$ cat src/rtl/wishbone_arbiter_if.sv
// rtl/wishbone_arbiter_if.sv - Wishbone bus bundles for the arbiter's master-facing and slave-facing ports.
// The slave-side bundle has no err: timeouts are generated inside the arbiter.

interface wishbone_arbiter_if #(
  parameter int AW = 16,
  parameter int DW = 8
);
  logic          cyc;
  logic          stb;
  logic          we;
  logic [AW-1:0] adr;
  logic [DW-1:0] wdat;
  logic [DW-1:0] rdat;
  logic          ack;
  logic          err;

  modport master (output cyc, stb, we, adr, wdat, input rdat, ack, err);
  modport slave  (input cyc, stb, we, adr, wdat, output rdat, ack, err);
endinterface

interface wishbone_arbiter_sbus_if #(
  parameter int AW = 16,
  parameter int DW = 8
);
  logic          cyc;
  logic          stb;
  logic          we;
  logic [AW-1:0] adr;
  logic [DW-1:0] wdat;
  logic [DW-1:0] rdat;
  logic          ack;

  modport master (output cyc, stb, we, adr, wdat, input rdat, ack);
  modport slave  (input cyc, stb, we, adr, wdat, output rdat, ack);
endinterface

$ cat src/rtl/wishbone_arbiter.sv
// rtl/wishbone_arbiter.sv - Two-master round-robin Wishbone arbiter with registered grant.
// A stall watchdog turns a missing slave ack into a one-cycle err to the granted master.

module wishbone_arbiter #(
  parameter int AW      = 16,
  parameter int DW      = 8,
  parameter int TIMEOUT = 16
) (
  input  logic                    clk_i,
  input  logic                    rst_i,
  wishbone_arbiter_if.slave       m0,
  wishbone_arbiter_if.slave       m1,
  wishbone_arbiter_sbus_if.master s,
  output logic [1:0]              gnt_o
);

  localparam int CW = $clog2(TIMEOUT + 1);

  typedef enum logic [1:0] {
    IDLE = 2'd0,
    GNT0 = 2'd1,
    GNT1 = 2'd2
  } state_t;

  state_t        state;
  state_t        pick;
  logic          last;
  logic [CW-1:0] cnt;

  logic          sel_cyc;
  logic          sel_stb;
  logic          sel_we;
  logic [AW-1:0] sel_adr;
  logic [DW-1:0] sel_wdat;
  logic          hold;
  logic          timeout;
  logic          err_now;

  always_comb begin
    sel_cyc  = 1'b0;
    sel_stb  = 1'b0;
    sel_we   = 1'b0;
    sel_adr  = '0;
    sel_wdat = '0;
    case (state)
      GNT0: begin
        sel_cyc  = m0.cyc;
        sel_stb  = m0.stb;
        sel_we   = m0.we;
        sel_adr  = m0.adr;
        sel_wdat = m0.wdat;
      end
      GNT1: begin
        sel_cyc  = m1.cyc;
        sel_stb  = m1.stb;
        sel_we   = m1.we;
        sel_adr  = m1.adr;
        sel_wdat = m1.wdat;
      end
      default: ;
    endcase
  end

  // An ack in the same cycle as the timeout suppresses err.
  assign timeout = (cnt == CW'(TIMEOUT));
  assign err_now = (state != IDLE) & sel_stb & ~s.ack & timeout;

  assign s.cyc  = sel_cyc & ~err_now;
  assign s.stb  = sel_stb & ~err_now;
  assign s.we   = sel_we;
  assign s.adr  = sel_adr;
  assign s.wdat = sel_wdat;

  assign m0.rdat = (state == GNT0) ? s.rdat : '0;
  assign m0.ack  = (state == GNT0) & s.ack & m0.stb;
  assign m0.err  = (state == GNT0) & err_now;
  assign m1.rdat = (state == GNT1) ? s.rdat : '0;
  assign m1.ack  = (state == GNT1) & s.ack & m1.stb;
  assign m1.err  = (state == GNT1) & err_now;

  assign hold = ((state == GNT0) & m0.cyc) | ((state == GNT1) & m1.cyc);

  // A releasing master has cyc low, so it can never win its own re-arbitration.
  always_comb begin
    pick = IDLE;
    if (m0.cyc && m1.cyc) begin
      pick = last ? GNT0 : GNT1;
    end else if (m0.cyc) begin
      pick = GNT0;
    end else if (m1.cyc) begin
      pick = GNT1;
    end
  end

  always_ff @(posedge clk_i or negedge rst_i) begin
    if (!rst_i) begin
      state <= IDLE;
      last  <= 1'b1;
      cnt   <= '0;
      gnt_o <= 2'b00;
    end else if (hold) begin
      if (s.stb && !s.ack) begin
        cnt <= timeout ? cnt : cnt + CW'(1);
      end else begin
        cnt <= '0;
      end
    end else begin
      state <= pick;
      cnt   <= '0;
      case (pick)
        GNT0:    gnt_o <= 2'b01;
        GNT1:    gnt_o <= 2'b10;
        default: gnt_o <= 2'b00;
      endcase
      if (pick != IDLE) begin
        last <= (pick == GNT1);
      end
    end
  end

endmodule

$ cat src/flat_wrapper.sv
// flat-port wrapper written by rule: the top's interface ports become plain ports
module wishbone_arbiter_flat 
#(
  parameter int AW      = 16,
  parameter int DW      = 8,
  parameter int TIMEOUT = 16
)
  (clk_i, rst_i, gnt_o, m0_cyc, m0_stb, m0_we, m0_adr, m0_wdat, m0_rdat, m0_ack, m0_err, m1_cyc, m1_stb, m1_we, m1_adr, m1_wdat, m1_rdat, m1_ack, m1_err, s_cyc, s_stb, s_we, s_adr, s_wdat, s_rdat, s_ack);
  wishbone_arbiter_if #(.AW(AW), .DW(DW)) m0_i ();
  wishbone_arbiter_if #(.AW(AW), .DW(DW)) m1_i ();
  wishbone_arbiter_sbus_if #(.AW(AW), .DW(DW)) s_i ();
  input  logic clk_i;
  input  logic rst_i;
  output logic [1:0] gnt_o;
  input wire logic [$bits(m0_i.cyc)-1:0] m0_cyc;
  input wire logic [$bits(m0_i.stb)-1:0] m0_stb;
  input wire logic [$bits(m0_i.we)-1:0] m0_we;
  input wire logic [$bits(m0_i.adr)-1:0] m0_adr;
  input wire logic [$bits(m0_i.wdat)-1:0] m0_wdat;
  output wire logic [$bits(m0_i.rdat)-1:0] m0_rdat;
  output wire logic [$bits(m0_i.ack)-1:0] m0_ack;
  output wire logic [$bits(m0_i.err)-1:0] m0_err;
  input wire logic [$bits(m1_i.cyc)-1:0] m1_cyc;
  input wire logic [$bits(m1_i.stb)-1:0] m1_stb;
  input wire logic [$bits(m1_i.we)-1:0] m1_we;
  input wire logic [$bits(m1_i.adr)-1:0] m1_adr;
  input wire logic [$bits(m1_i.wdat)-1:0] m1_wdat;
  output wire logic [$bits(m1_i.rdat)-1:0] m1_rdat;
  output wire logic [$bits(m1_i.ack)-1:0] m1_ack;
  output wire logic [$bits(m1_i.err)-1:0] m1_err;
  output wire logic [$bits(s_i.cyc)-1:0] s_cyc;
  output wire logic [$bits(s_i.stb)-1:0] s_stb;
  output wire logic [$bits(s_i.we)-1:0] s_we;
  output wire logic [$bits(s_i.adr)-1:0] s_adr;
  output wire logic [$bits(s_i.wdat)-1:0] s_wdat;
  input wire logic [$bits(s_i.rdat)-1:0] s_rdat;
  input wire logic [$bits(s_i.ack)-1:0] s_ack;
  assign m0_i.cyc = m0_cyc;
  assign m0_i.stb = m0_stb;
  assign m0_i.we = m0_we;
  assign m0_i.adr = m0_adr;
  assign m0_i.wdat = m0_wdat;
  assign m0_rdat = m0_i.rdat;
  assign m0_ack = m0_i.ack;
  assign m0_err = m0_i.err;
  assign m1_i.cyc = m1_cyc;
  assign m1_i.stb = m1_stb;
  assign m1_i.we = m1_we;
  assign m1_i.adr = m1_adr;
  assign m1_i.wdat = m1_wdat;
  assign m1_rdat = m1_i.rdat;
  assign m1_ack = m1_i.ack;
  assign m1_err = m1_i.err;
  assign s_cyc = s_i.cyc;
  assign s_stb = s_i.stb;
  assign s_we = s_i.we;
  assign s_adr = s_i.adr;
  assign s_wdat = s_i.wdat;
  assign s_i.rdat = s_rdat;
  assign s_i.ack = s_ack;
  wishbone_arbiter #(.AW(AW), .DW(DW), .TIMEOUT(TIMEOUT)) u_core (.clk_i(clk_i), .rst_i(rst_i), .m0(m0_i), .m1(m1_i), .s(s_i), .gnt_o(gnt_o));
endmodule
$ cat config.mk
export PLATFORM = sky130hd
export DESIGN_NAME = wishbone_arbiter_flat
export DESIGN_NICKNAME = d
export VERILOG_FILES = /design/src/rtl/wishbone_arbiter_if.sv /design/src/rtl/wishbone_arbiter.sv /design/src/flat_wrapper.sv
export SDC_FILE = /design/constraint.sdc
export NUM_CORES = 1
export LEC_CHECK = 0
export ABC_CLOCK_PERIOD_IN_PS = 1500
export CAP_MARGIN = 20
export CORE_MARGIN = 5
export CORE_UTILIZATION = 27
export CTS_BUF_LIST = sky130_fd_sc_hd__clkbuf_8
export DETAILED_ROUTE_END_ITERATION = 8
export PLACE_DENSITY = 0.83
export SETUP_SLACK_MARGIN = 0.2
export SLEW_MARGIN = 40
export SYNTH_ARGS = -nofsm -noshare
export SYNTH_HDL_FRONTEND = slang
export SYNTH_SLANG_ARGS = --single-unit
$ cat constraint.sdc
create_clock -name clk_i -period 1.5 [get_ports clk_i]
set_input_delay 0.3 -clock clk_i [delete_from_list [all_inputs] [get_ports clk_i]]
set_output_delay 0.3 -clock clk_i [all_outputs]
set_load 0.005 [all_outputs]
==> impl_metrics.json <==
{
  "clockBufferDepth": 2,
  "die-width_um": 73.5,
  "grt_max_degree": 12,
  "nets": 402,
  "clock_latency_ns": 0.24,
  "placed_cell_area_um2": 2670,
  "status": "finished, violations left",
  "avgSynthCellArea_um2": 8.07,
  "grt_pass1_vias": 1884,
  "via_per_inst": 5.07,
  "vdd_drop_max_mv": 1.10,
  "total_leakage_power_nw": 1.56,
  "critical_path_class": "reg -> out",
  "worst_slack_ns": -0.562,
  "syn_to_final_growth_pct": 213,
  "fin_cells": 381,
  "gr-total-overflow": 0,
  "cts-buffers-inserted": 3,
  "cts.sinks": 10,
  "row_count": 23,
  "setup_tns_ns": -24.18,
  "regArea_um2": 251,
  "hpwl_um": 3960,
  "gp_congestion": 0.758,
  "ant_nets": 0,
  "rsz0062_at_grt": "yes",
  "htree_num_levels": 1,
  "yosysUniqueCellTypes": 29,
  "maxSlewHeadroom": 0.676,
  "die_h_um": 73.5,
  "antenna_cells": 0,
  "mappedNetlistArea_um2": 1090,
  "drt-wirelength-per-cell_um": 19.1,
  "place_inst": 314,
  "powerDensity_nw_per_um2": 1690,
  "postCtsHoldBufs": 0,
  "wl_um": 7260,
  "cp_slowest_cell": "dfrtp_1",
  "synthCells": 135,
  "antenna_found_initial": 0,
  "critPathRequiredTime_ns": 1.20,
  "path_clk_slew_ns": 0.05,
  "worstHoldPathType": "in -> async",
  "fin_crit_ns": 2.06,
  "drt_pass1_iterations": 4,
  "start_util": 0.276,
  "violations": "setup timing",
  "grt_pass1_wl_um": 8890,
  "hold_violations": 0,
  "cp-start-kind": "register",
  "design_area_um2": 3410,
  "worst_pin_slew_ns": 0.485,
  "crit_arrival_ns": 1.76,
  "cp_max_fo": 7,
  "ys_warn_count": 0,
  "most-common-layout-cells": "64 x clkdlybuf4s50_1, 48 x buf_6, 38 x buf_4",
  "syn-num-nets": 205,
  "multiInputGateArea_um2": 1080,
  "ys_seq_area_frac": 0.231,
  "drc": 0,
  "cpPeakStageDelay_ns": 0.42,
  "yosys_register_bits": 10,
  "portBuffers": 113,
  "dr_total_vias": 1931,
  "hold_ws_ns": 0.389,
  "fmax_mhz": 485,
  "core_um2": 3940,
  "drv_cap": 0,
  "cpMostUsedCell": "buf_6",
  "drt_iter0_drc": 91,
  "layout_commonest_cell": "clkdlybuf4s50_1",
  "dieArea_um2": 5410,
  "drive_gt1_frac": 0.625,
  "nFillCells": 198,
  "skew_ns": 0.00766,
  "pin_count": 114,
  "clockRootBuffer": "clkbuf_8",
  "slew_viol_final": 0,
  "finalSetupViolations": 57,
  "post-route-period-util": 1.37,
  "track_usage": 0.211,
  "cts_tree": "yes",
  "crit_chain": "buf_6, ha_4, buf_6, a22o_1, and2_4, and3_4, buf_6",
  "cp-end-kind": "output port",
  "post-place-ws_ns": -0.586
}
## worst max-delay path, delay by kind of cell (launching register included)
kind	cells	cell delay, ns
compound gates	1	0.19
fa+ha+maj	1	0.21
buf+inv	3	0.39
flops	1	0.42
simple gates	2	0.32
## area by class of cell
cell class / count / area share
multi-input combinational: 111 / 0.316
inverter: 4 / 0.00440
sequential: 10 / 0.0737
clock inverter: 1 / 0.00110
tap: 50 / 0.0183
clock buffer: 3 / 0.0121
timing repair buffer: 202 / 0.575
## path summary, 6_finish.rpt
check                                startpoint         endpoint  slack [ns]  cells after the start
worst max-delay path            u_core.state[1]           m1_err       -0.56                      7
worst min-delay path                      rst_i    u_core.cnt[0]        0.39                      1
worst max register to register  u_core.state[1]    u_core.cnt[4]       -0.47                     11
worst min register to register  u_core.gnt_o[1]  u_core.gnt_o[1]        0.49                      2
max in group asynchronous                 rst_i      u_core.last        0.76                      1
min in group clk_i              u_core.gnt_o[1]  u_core.gnt_o[1]        0.49                      2
## logic make-up after synthesis
group | Yosys count | synth area share
DFF | 10 | 0.231
buffers and inverters | 14 | 0.0551
adders and majority gates | 5 | 0.0574
xor gates and xnor gates | 3 | 0.0241
AOI/OAI and AO/OA | 36 | 0.241
and+or+nand+nor | 67 | 0.392
## flip-flops by register name (all words and copies together) (netlist names)
name	cells
u_core.state	2
u_core.last	1
u_core.gnt_o	2
u_core.cnt	5
## what timing repair did
| action | in CTS | in global routing |
|---|---|---|
| setup endpoints to repair | 59 | 57 |
| buffers inserted | 44 | 15 |
| hold endpoints to repair | 0 | 0 |
| pin swaps | 18 | 12 |
| resized for setup | 224 | 47 |
| gates cloned | 3 | 1 |
## routing by layer
metal,share of wire,wire [µm],track usage
met1,0.35,2560,0.221
met2,0.53,3840,0.398
met3,0.084,610,0.0547
met4,0.036,258,0.0765
met5,0,0,0
## synthesized netlist by cell type
master / instances / area share
and4bb_4: 1 / 0.015
nor3_1: 2 / 0.0092
buf_2: 6 / 0.028
ha_1: 5 / 0.057
nand2b_2: 1 / 0.0080
nand2b_1: 1 / 0.0057
dfrtp_1: 9 / 0.21
nor2b_1: 26 / 0.15
nor2_1: 1 / 0.0034
and3_1: 4 / 0.023
inv_1: 4 / 0.014
a22oi_2: 1 / 0.011
dfstp_2: 1 / 0.024
o21ai_0: 2 / 0.0092
xnor2_1: 1 / 0.0080
nor3b_4: 1 / 0.017
a21oi_1: 4 / 0.018
xor2_1: 2 / 0.016
nand3_1: 5 / 0.023
clkbuf_1: 4 / 0.014
a22oi_1: 25 / 0.17
a22o_2: 1 / 0.0092
or2_1: 1 / 0.0057
o211ai_1: 1 / 0.0069
nand2_1: 6 / 0.021
a22o_1: 1 / 0.0080
nand4b_2: 1 / 0.014
and2_1: 17 / 0.098
a31oi_1: 1 / 0.0057
## power breakdown
group	leakage, nW	internal, mW	switching, mW
Clock	0.0269	0.180	0.112
Combinational	1.41	3.20	1.87
Sequential	0.130	0.342	0.0622
## per-stage QoR
| stage | power [mW] | util |
|---|---|---|
| after floorplan | 2.03 | - |
| after global placement | 3.44 | 0.677 |
| after detailed placement | 3.49 | 0.677 |
| after CTS | 4.82 | 0.804 |
| after global routing | 6.02 | 0.866 |
| final | 5.77 | 0.866 |
Note: power is estimated with default switching activity, not from simulation.
